### config.mk
export PLATFORM = sky130hd
export DESIGN_NAME = sram_mem_responder
export DESIGN_NICKNAME = d
export VERILOG_FILES = /design/src/rtl/sram_mem_responder.sv
export SDC_FILE = /design/constraint.sdc
export NUM_CORES = 1
export LEC_CHECK = 0
export ABC_AREA = 1
export CAP_MARGIN = 10
export CORE_UTILIZATION = 42
export CTS_BUF_LIST = sky130_fd_sc_hd__clkbuf_8
export CTS_CLUSTER_SIZE = 40
export DETAILED_ROUTE_END_ITERATION = 16
export PLACE_DENSITY = 0.78
export SETUP_SLACK_MARGIN = 0.1
export SLEW_MARGIN = 40
export SYNTH_ARGS = -nofsm -noshare
export SYNTH_HDL_FRONTEND = slang
export SYNTH_SLANG_ARGS = --single-unit
### constraint.sdc
create_clock -name clk -period 1.55 [get_ports clk]
set_clock_uncertainty 0.15 [all_clocks]
set_input_delay 0.2325 -clock clk [delete_from_list [all_inputs] [get_ports clk]]
set_output_delay 0.2325 -clock clk [all_outputs]
set_load 0.03 [all_outputs]
### src/rtl/sram_mem_responder.sv
// sram_mem_responder
// Serves 32-bit MEM-stage loads/stores from a 16-bit asynchronous SRAM as two
// halfword accesses (low halfword first). Lowers `ready` while busy so the
// pipeline can use ~ready as its global freeze.
//
// Optional feature: define SRAM_RESP_READ_HIT_EN to add a one-entry read
// buffer that lets a repeated load skip the SRAM (IDLE -> DONE in 2 clocks).
//
// Ports:
//   clk, rst              system clock, synchronous active-high reset
//   rdEn, wrEn            load / store request (store wins when both are high)
//   address, writeData    CPU byte address and store data
//   readData              load data, valid while ready=1 in DONE
//   ready                 combinational; 0 = pipeline must freeze
//   sram_addr             SRAM halfword address
//   sram_dq_out/in/oe     split SRAM data bus; oe=1 when this block drives DQ
//   sram_we_n             SRAM write strobe, active low, registered
module sram_mem_responder #(
  parameter logic [31:0] BASE_ADDR = 32'd1024,
  parameter int unsigned SRAM_WAIT = 2
) (
  input  logic        clk,
  input  logic        rst,
  input  logic        rdEn,
  input  logic        wrEn,
  input  logic [31:0] address,
  input  logic [31:0] writeData,
  output logic [31:0] readData,
  output logic        ready,
  output logic [17:0] sram_addr,
  output logic [15:0] sram_dq_out,
  input  logic [15:0] sram_dq_in,
  output logic        sram_dq_oe,
  output logic        sram_we_n
);

  localparam int unsigned IDX_W = 17;
  localparam int unsigned CNT_W = (SRAM_WAIT > 1) ? $clog2(SRAM_WAIT) : 1;
  localparam logic [CNT_W-1:0] CNT_LAST = CNT_W'(SRAM_WAIT - 1);

  typedef enum logic [2:0] {
    S_IDLE,
    S_W_LO,
    S_W_HI,
    S_R_LO,
    S_R_HI,
    S_DONE
  } state_t;

  state_t           state;
  logic [CNT_W-1:0] cnt;
  logic [IDX_W-1:0] idx_q;      // word index latched at request acceptance
  logic [15:0]      wdata_hi_q; // upper store halfword latched at acceptance

  // Only bits [18:0] of the offset matter; the subtraction is done at that width.
  logic [18:0]      off_lo;
  logic [IDX_W-1:0] idx;
  logic             unused_bits;

  assign off_lo      = address[18:0] - BASE_ADDR[18:0];
  assign idx         = off_lo[18:2];
  assign unused_bits = ^{address[31:19], off_lo[1:0]};

  wire last_clk = (cnt == CNT_LAST);

`ifdef SRAM_RESP_READ_HIT_EN
  logic             buf_valid;
  logic [IDX_W-1:0] buf_tag;
  logic [31:0]      buf_data;
  wire              buf_match = buf_valid && (buf_tag == idx);
  wire              read_hit  = rdEn && !wrEn && buf_match;
`endif

  // Freeze request: low whenever a request is pending or in flight.
  always_comb begin
    ready = 1'b0;
    case (state)
      S_IDLE:  ready = !(rdEn || wrEn);
      S_DONE:  ready = 1'b1;
      default: ready = 1'b0;
    endcase
  end

  // Controller FSM with registered SRAM pins.
  always_ff @(posedge clk) begin
    if (rst) begin
      state       <= S_IDLE;
      cnt         <= '0;
      idx_q       <= '0;
      wdata_hi_q  <= '0;
      readData    <= '0;
      sram_addr   <= '0;
      sram_dq_out <= '0;
      sram_dq_oe  <= 1'b0;
      sram_we_n   <= 1'b1;
`ifdef SRAM_RESP_READ_HIT_EN
      buf_valid   <= 1'b0;
      buf_tag     <= '0;
      buf_data    <= '0;
`endif
    end else begin
      case (state)
        S_IDLE: begin
          cnt <= '0;
          if (wrEn) begin
            state       <= S_W_LO;
            idx_q       <= idx;
            wdata_hi_q  <= writeData[31:16];
            sram_addr   <= {idx, 1'b0};
            sram_dq_out <= writeData[15:0];
            sram_dq_oe  <= 1'b1;
            sram_we_n   <= 1'b0;
`ifdef SRAM_RESP_READ_HIT_EN
            // Keep the buffered copy coherent with the store.
            if (buf_match) buf_data <= writeData;
`endif
          end else if (rdEn) begin
`ifdef SRAM_RESP_READ_HIT_EN
            if (read_hit) begin
              state    <= S_DONE;
              readData <= buf_data;
            end else begin
              state     <= S_R_LO;
              idx_q     <= idx;
              sram_addr <= {idx, 1'b0};
            end
`else
            state     <= S_R_LO;
            idx_q     <= idx;
            sram_addr <= {idx, 1'b0};
`endif
          end
        end

        S_W_LO: begin
          if (last_clk) begin
            cnt         <= '0;
            state       <= S_W_HI;
            sram_addr   <= {idx_q, 1'b1};
            sram_dq_out <= wdata_hi_q;
          end else begin
            cnt <= cnt + CNT_W'(1);
          end
        end

        S_W_HI: begin
          if (last_clk) begin
            cnt        <= '0;
            state      <= S_DONE;
            sram_we_n  <= 1'b1;
            sram_dq_oe <= 1'b0;
          end else begin
            cnt <= cnt + CNT_W'(1);
          end
        end

        S_R_LO: begin
          if (last_clk) begin
            cnt            <= '0;
            state          <= S_R_HI;
            readData[15:0] <= sram_dq_in;
            sram_addr      <= {idx_q, 1'b1};
          end else begin
            cnt <= cnt + CNT_W'(1);
          end
        end

        S_R_HI: begin
          if (last_clk) begin
            cnt             <= '0;
            state           <= S_DONE;
            readData[31:16] <= sram_dq_in;
`ifdef SRAM_RESP_READ_HIT_EN
            buf_valid <= 1'b1;
            buf_tag   <= idx_q;
            buf_data  <= {sram_dq_in, readData[15:0]};
`endif
          end else begin
            cnt <= cnt + CNT_W'(1);
          end
        end

        S_DONE: begin
          cnt   <= '0;
          state <= S_IDLE;
        end

        default: begin
          cnt   <= '0;
          state <= S_IDLE;
        end
      endcase
    end
  end

endmodule

==> results.cfg, run 1 <==
[timing]
achievable-frequency_mhz = 543
setup_repair_after_global_routing_missed_its_margin = yes
report.final.slew_viol_count = 0
finalCriticalPeriod_ns = 1.84
post-route-period-util_pct = 119
final-hold-violation-count = 0
fin_setup_tns_ns = -8.98
max_slew_margin_pct = 67.9
max_slew.worst_pin.slew_ns = 0.478
setup_ws_ns = -0.293
holdWs_ns = 0.300
setup_violations = 88

[global_routing]
pin_count_of_the_biggest_net_entering_global_routing = 33
grt_pass1_vias = 5041
globalRoute.totalOverflow = 0
grt_first_pass_wirelength_um = 24300
grt_usage_pct = 27.7
initial_antenna_violation_count = 0

[clocking]
clk_path_buf_depth = 2
cts-root-buf = clkbuf_8
clock_sinks = 105
clk-insertion-delay-late_ns = 0.38
cts_buffers = 9
clock_tree.htree_level_count = 3
cts_tree = done
clock_slew_at_the_register_clock_pins_of_the_worst_setup_and_hold_paths_ns = 0.10

[finish]
register_area_um2 = 2110
n_fill_cell = 600
layout_cells_sized_above_1_pct = 40.8
syn2layout_area_growth_pct = 83.5
multiInputGateArea_um2 = 2710
layout.nets = 914
antennaDiodeCount = 0
finalInstanceArea_um2 = 8120

[worst_setup_path]
worstReg2RegStart = state[0]
worstPathRequired_ns = 1.68
crit_path_start_kind = flip-flop
reg2reg_to = sram_dq_out[11]
worst-setup-path-type = reg2reg
critical_path_peak_fanout = 8
worstSetupEndpointType = flip-flop
regToRegSetupSlack_ns = -0.29
arrival_time_of_the_worst_setup_path_ns = 1.98
ff2ff_path_depth = 11

[logic_synthesis]
postSynthRegisterBits = 105
post-synth-top-area-fraction_pct = 47.5
syn_inst = 628
synth_seq_area_share_pct = 47.5
synth.cell_area_um2 = 4420
netlist_cell_types = 29
synth_top_cell_by_area = dfxtp_1
syn-num-nets = 713
syn_area_per_cell_um2 = 7.04
synth_area_leaders = dfxtp_1 (48%), o21ai_0 (11%), nor2_1 (11%)
synth_warnings = 0

[placed_design]
numPortBuffers = 137
finalWeightedCongestion = 0.898
dpl_cell_area_um2 = 6230
post-dp-hpwl_um = 8250

[routing]
wl_per_cell_um = 19.5
drt_initial_violations = 276
dr_total_vias = 5323
finalWirelength_um = 18900
drtAntennaViolNets = 0
dr.pass1.iters = 5
route.detailed.vias_per_inst = 5.49
drc = 0

[power]
power.density_nw_per_um2 = 2020
peakVddDrop_v = 0.00136
power.leakage_nw = 3.32

[floorplan]
top_level_ports = 153
die_w_um = 105
core_region_area_um2 = 10300
floorplan.rows = 37
chipHeight_um = 105
start_util_pct = 43.0
die-area_um2 = 10900

[status]
status = complete, but fails checks
failed_checks = setup timing

[job]
cap_violations = 0

[hold_path]
hold-path-cell-count = 2
worst_hold_launch = readData[13]
timing.hold.worst_endpoint = readData[13]
min_path_type = reg2reg
worst max-delay path by stage:
stage / startpoint / to / slack (ns) / cells past startpoint
2_1_floorplan: state[0] / sram_addr[9] / 0.1 / 10
3_3_place_gp: wrEn / sram_addr[17] / -0.26 / 8
3_5_place_dp: wrEn / sram_addr[17] / -0.32 / 8
4_1_cts: state[0] / ready / -0.16 / 7
5_1_grt: state[0] / sram_dq_out[11] / -0.36 / 11
6_report: state[0] / sram_dq_out[11] / -0.29 / 11
cell usage after synthesis:
master	number
nor2_1	126
dfxtp_1	105
o21ai_0	101
nand2_1	86
inv_1	84
a21oi_1	49
clkbuf_1	19
a211oi_1	8
buf_2	8
buf_4	6
nand4_1	6
nand3_1	5
inv_2	4
a22oi_1	2
nand3_2	2
o21ai_1	2
o31ai_1	2
xor2_1	2
a21o_1	1
buf_1	1
ha_1	1
inv_4	1
nand2_2	1
nand2_4	1
nor2_2	1
nor2_4	1
nor4_1	1
o21bai_1	1
xnor2_1	1
sequential cells by signal, indices dropped and copies added, names as in the netlist:
| register | count |
|---|---|
| state | 3 |
| sram_we_n | 1 |
| idx_q | 17 |
| sram_dq_oe | 1 |
| wdata_hi_q | 16 |
| cnt | 1 |
| sram_dq_out | 16 |
| sram_addr | 18 |
| readData | 32 |
layer usage:
| metal | GRT usage [%] | wire length [µm] |
|---|---|---|
| met1 | 30.6 | 6530 |
| met2 | 50.4 | 9810 |
| met3 | 4.68 | 1480 |
| met4 | 14.7 | 1060 |
| met5 | 0 | 0 |
cell type report:
cell class	count	area share, %
multi-input combinational	403	33.3
timing repair buffer	220	30.9
sequential	105	26.0
inverter	89	4.55
tap	136	2.10
clock buffer	9	1.53
clock inverter	7	1.46
timing repair inverter	1	0.139
kinds of logic after synthesis:
| group | after synthesis | share of synthesized area, % |
|---|---|---|
| AO/OA/AOI/OAI | 166 | 19.6 |
| XOR/XNOR | 3 | 0.594 |
| adder cells (fa/ha/maj) | 1 | 0.283 |
| buffers and inverters | 123 | 11.2 |
| flip-flops | 105 | 47.5 |
| AND/OR/NAND/NOR | 230 | 20.8 |
what timing repair did:
action / 4_1_cts / 5_1_grt
pin swaps: 18 / 64
cloned: 14 / 6
resized for setup: 353 / 226
setup buffers: 18 / 11
setup endpoints to repair: 154 / 128
hold buffers: 0 / 0
cells in the final DEF, fill, tap and decap left out, types with 4 or more instances in the layout:
master and count:
o21ai_1 24, nand4_1 6, buf_4 34, clkbuf_8 9
nor2_1 90, nand2_2 12, inv_2 4, a21oi_1 29
nor2_4 16, o21ai_4 13, o21ai_0 26, buf_12 16
a211oi_2 8, nor2_2 22, inv_8 4, clkdlybuf4s15_2 45
a21oi_2 18, o21ai_2 40, inv_1 80, clkdlybuf4s18_2 5
nand2_1 59, nand2_4 14, buf_2 18, dfxtp_1 101
clkdlybuf4s50_1 68, nand2_8 6, buf_6 20, buf_16 11
worst max-delay path: stages, from the launching register on:
cell and delay (ns):
dfxtp_2 0.38, inv_4 0.06, nand2_4 0.08, nor2_4 0.04, buf_6 0.12, buf_6 0.12, nand2_4 0.06, nand3_4 0.14
buf_6 0.17, buf_16 0.14, nor2_2 0.21, nor2_1 0.07
power breakdown:
part | leakage (nW) | internal (W) | switching, W
clock network | 0.127 | 0.00108 | 0.00103
registers | 0.865 | 0.00347 | 0.000511
logic | 2.33 | 0.00452 | 0.00576
total | 3.32 | 0.00907 | 0.00730
through the flow:
| step | worst slack, ns | utilization, % | std cells | total power (W) |
|---|---|---|---|---|
| 2_1_floorplan | 0.0986 | - | 628 | 0.00730 |
| 3_3_place_gp | -0.258 | 60.6 | 907 | 0.00916 |
| 3_5_place_dp | -0.319 | 60.6 | 907 | 0.00933 |
| 4_1_cts | -0.162 | 72.1 | 955 | 0.0140 |
| 5_1_grt | -0.356 | 79.0 | 970 | 0.0169 |
| 6_report | -0.293 | 79.0 | 970 | 0.0164 |
Note: power is estimated with default switching activity, not from simulation.
==> run 2: changes to the inputs <==
--- a/config.mk
+++ b/config.mk
@@ -7,11 +7,12 @@
 export LEC_CHECK = 0
 export ABC_AREA = 1
 export CAP_MARGIN = 10
-export CORE_UTILIZATION = 42
+export CORE_MARGIN = 1.5
+export CORE_UTILIZATION = 45
 export CTS_BUF_LIST = sky130_fd_sc_hd__clkbuf_8
 export CTS_CLUSTER_SIZE = 40
 export DETAILED_ROUTE_END_ITERATION = 16
-export PLACE_DENSITY = 0.78
+export PLACE_DENSITY = 0.8
 export SETUP_SLACK_MARGIN = 0.1
 export SLEW_MARGIN = 40
 export SYNTH_ARGS = -nofsm -noshare
==> constraint.sdc (replaced) <==
create_clock -name clk -period 1.9 [get_ports clk]
set_clock_uncertainty 0.15 [all_clocks]
set_input_delay 0.57 -clock clk [delete_from_list [all_inputs] [get_ports clk]]
set_output_delay 0.57 -clock clk [all_outputs]
set_load 0.03 [all_outputs]
==> run 2 against run 1 <==
Compared with the run above:
- largest cell class is now registers
- die area decreased by 4.7%
- design area decreased by 18%
- the run still ends with setup timing left
- clock power decreased by 27%
- largest power group unchanged
- utilization decreased by 10 points
- non-clock buffer count decreased by 42
==> results.cfg, run 2 (synthesis gave the netlist of run 1 again) <==
[worst_setup_path]
crit_path_start_kind = flip-flop
ff2ff_path_depth = 10
cp_slowest_cell = dfxtp_4
critical-path-max-stage-delay_ns = 0.36
critical_path_buf_inv_count = 2
reg2reg_to = sram_addr[10]
critical_path_peak_fanout = 3
worst-setup-path-type = reg2out
critical_path.cell_chain = inv_4 > nand2_4 > nor2_4 > nand2_2 > o31ai_4 > buf_6
worstReg2RegStart = state[0]
arrival_time_of_the_worst_setup_path_ns = 1.28
worstPathRequired_ns = 1.18
regToRegSetupSlack_ns = 0.20
worstSetupEndpointType = primary output
crit_path_cell_count = 6
crit_family = flip-flops

[floorplan]
chipHeight_um = 102
die_w_um = 102
die-area_um2 = 10400
core_region_area_um2 = 9640
floorplan.rows = 36
start_util_pct = 45.9
top_level_ports = 153

[clocking]
cts-root-buf = clkbuf_8
cts_tree = done
cts_buffers = 9
clock_tree.htree_level_count = 3
clk_path_buf_depth = 2
clock_slew_at_the_register_clock_pins_of_the_worst_setup_and_hold_paths_ns = 0.09
clock_sinks = 105
clk-insertion-delay-late_ns = 0.37
cts-hold-fix-buffers = 0

[global_routing]
grt_pass1_vias = 4072
pin_count_of_the_biggest_net_entering_global_routing = 35
grt-busiest-layer = met2
grt_use_met2_pct = 38.2
initial_antenna_violation_count = 0
gr-usage-met3_pct = 3.01
globalRoute.totalOverflow = 0
grt_usage_pct = 22.2
grt_first_pass_wirelength_um = 18300
globalRouteMet1Util_pct = 27.7

[placed_design]
numPortBuffers = 137
post-dp-hpwl_um = 8050
worst_setup_slack_post_dpl_ns = -0.341
finalWeightedCongestion = 0.841

[timing]
max_slew_margin_pct = 79.1
max_slew.worst_pin.slew_ns = 0.313
final-hold-violation-count = 0
setup_violations = 1
achievable-frequency_mhz = 499
finalCriticalPeriod_ns = 2.00
report.final.slew_viol_count = 0
fin_setup_tns_ns = -0.103
setup_repair_after_global_routing_missed_its_margin = yes
setup_ws_ns = -0.103
post-route-period-util_pct = 105

[routing]
finalWirelength_um = 11800
drt_initial_violations = 124
dr.pass1.iters = 6
dr_total_vias = 4521
wl_per_cell_um = 12.8
drc = 0
drtAntennaViolNets = 0
route.detailed.vias_per_inst = 4.90

[power]
clock_share_of_power_pct = 16.4
power.leakage_nw = 2.78
p_int_w = 0.00543
power.net_switching_w = 0.00391
power.density_nw_per_um2 = 1410
power.share.combinational_pct = 49.9
power.share.sequential_pct = 33.7
p_sw_share_pct = 41.9
peakVddDrop_v = 0.000850

[finish]
regMostFlops = readData
largest_register_ff_count = 32
multiInputGateArea_um2 = 1900
most_frequent_cells_in_the_layout = nor2_1 (123), dfxtp_1 (102), o21ai_0 (95), inv_1 (81), nand2_1 (80)
layout_cells_sized_above_1_pct = 20.0
most_frequent_standard_cell_in_the_layout_excluding_fill_and_tap_cells = nor2_1
layout.nets = 870
syn2layout_area_growth_pct = 50.2
largest_regs = readData: 32 flops, sram_addr: 18 flops, idx_q: 17 flops
n_fill_cell = 808
antennaDiodeCount = 0
register_area_um2 = 2110

[status]
status = complete, but fails checks
failed_checks = setup timing

[job]
cap_violations = 0

[hold_path]
min_path_type = reg2reg
hold-path-cell-count = 2
worst_hold_launch = readData[6]
timing.hold.worst_endpoint = readData[6]
-- run 2: cell type report --
cell class,count,share of cell area [%]
Sequential cell,105,31.7
Multi-Input combinational cell,400,28.6
Timing Repair Buffer,178,28.1
Inverter,89,5.39
Tap cell,133,2.51
Clock buffer,9,1.87
Clock inverter,7,1.54
Timing Repair inverter,2,0.264
-- run 2: stage by stage --
| stage | instances | hold WS [ns] | power, W | utilization, % | cell area [µm²] |
|---|---|---|---|---|---|
| 2_1_floorplan | 628 | 0.274 | 0.00590 | - | 4430 |
| 3_3_place_gp | 892 | 0.280 | 0.00730 | 63.3 | 6100 |
| 3_5_place_dp | 892 | 0.287 | 0.00744 | 63.3 | 6100 |
| 4_1_cts | 913 | 0.302 | 0.00895 | 67.1 | 6470 |
| 5_1_grt | 923 | 0.318 | 0.00998 | 68.9 | 6640 |
| 6_report | 923 | 0.301 | 0.00934 | 68.9 | 6640 |
-- run 2: power by group through the flow --
stage / logic (W) / clock network (W) / registers [W]
floorplan: 0.00210 / 0 / 0.00380
global placement: 0.00416 / 0 / 0.00314
detailed placement: 0.00427 / 0 / 0.00317
CTS: 0.00426 / 0.00156 / 0.00313
global route: 0.00511 / 0.00166 / 0.00321
finish: 0.00466 / 0.00153 / 0.00315
-- run 2: worst register-to-register path: stages (launching register included) --
cell	delay [ns]
dfxtp_2	0.36
inv_4	0.05
buf_4	0.15
nor2_4	0.21
buf_6	0.14
buf_12	0.13
buf_4	0.13
nand2_1	0.04
o21ai_0	0.07
nor2_1	0.07
nor2_1	0.13
-- run 2: timing repair --
| item | in CTS | in global routing |
|---|---|---|
| cloned | 0 | 3 |
| resized for setup | 214 | 37 |
| endpoints found under the setup margin | 76 | 41 |
| setup buffers | 5 | 8 |
| pin swaps | 2 | 10 |
-- run 2: worst max path at each step --
stage / start / endpoint / slack (ns)
final: state[2] / ready / -0.10
after global routing: state[2] / ready / -0.14
after CTS: state[0] / ready / -0.12
after detailed placement: wrEn / ready / -0.34
after global placement: wrEn / ready / -0.33
after floorplan: state[2] / ready / 0.17
-- run 2: metal layers --
layer | wire [µm] | part of all wire [%] | vias to the layer above
met3 | 709 | 6.0 | 20
li1 | - | - | 2298
met4 | 225 | 1.9 | 0
met1 | 5060 | 43 | 2045
met2 | 5840 | 49 | 158
met5 | 0 | 0 | -
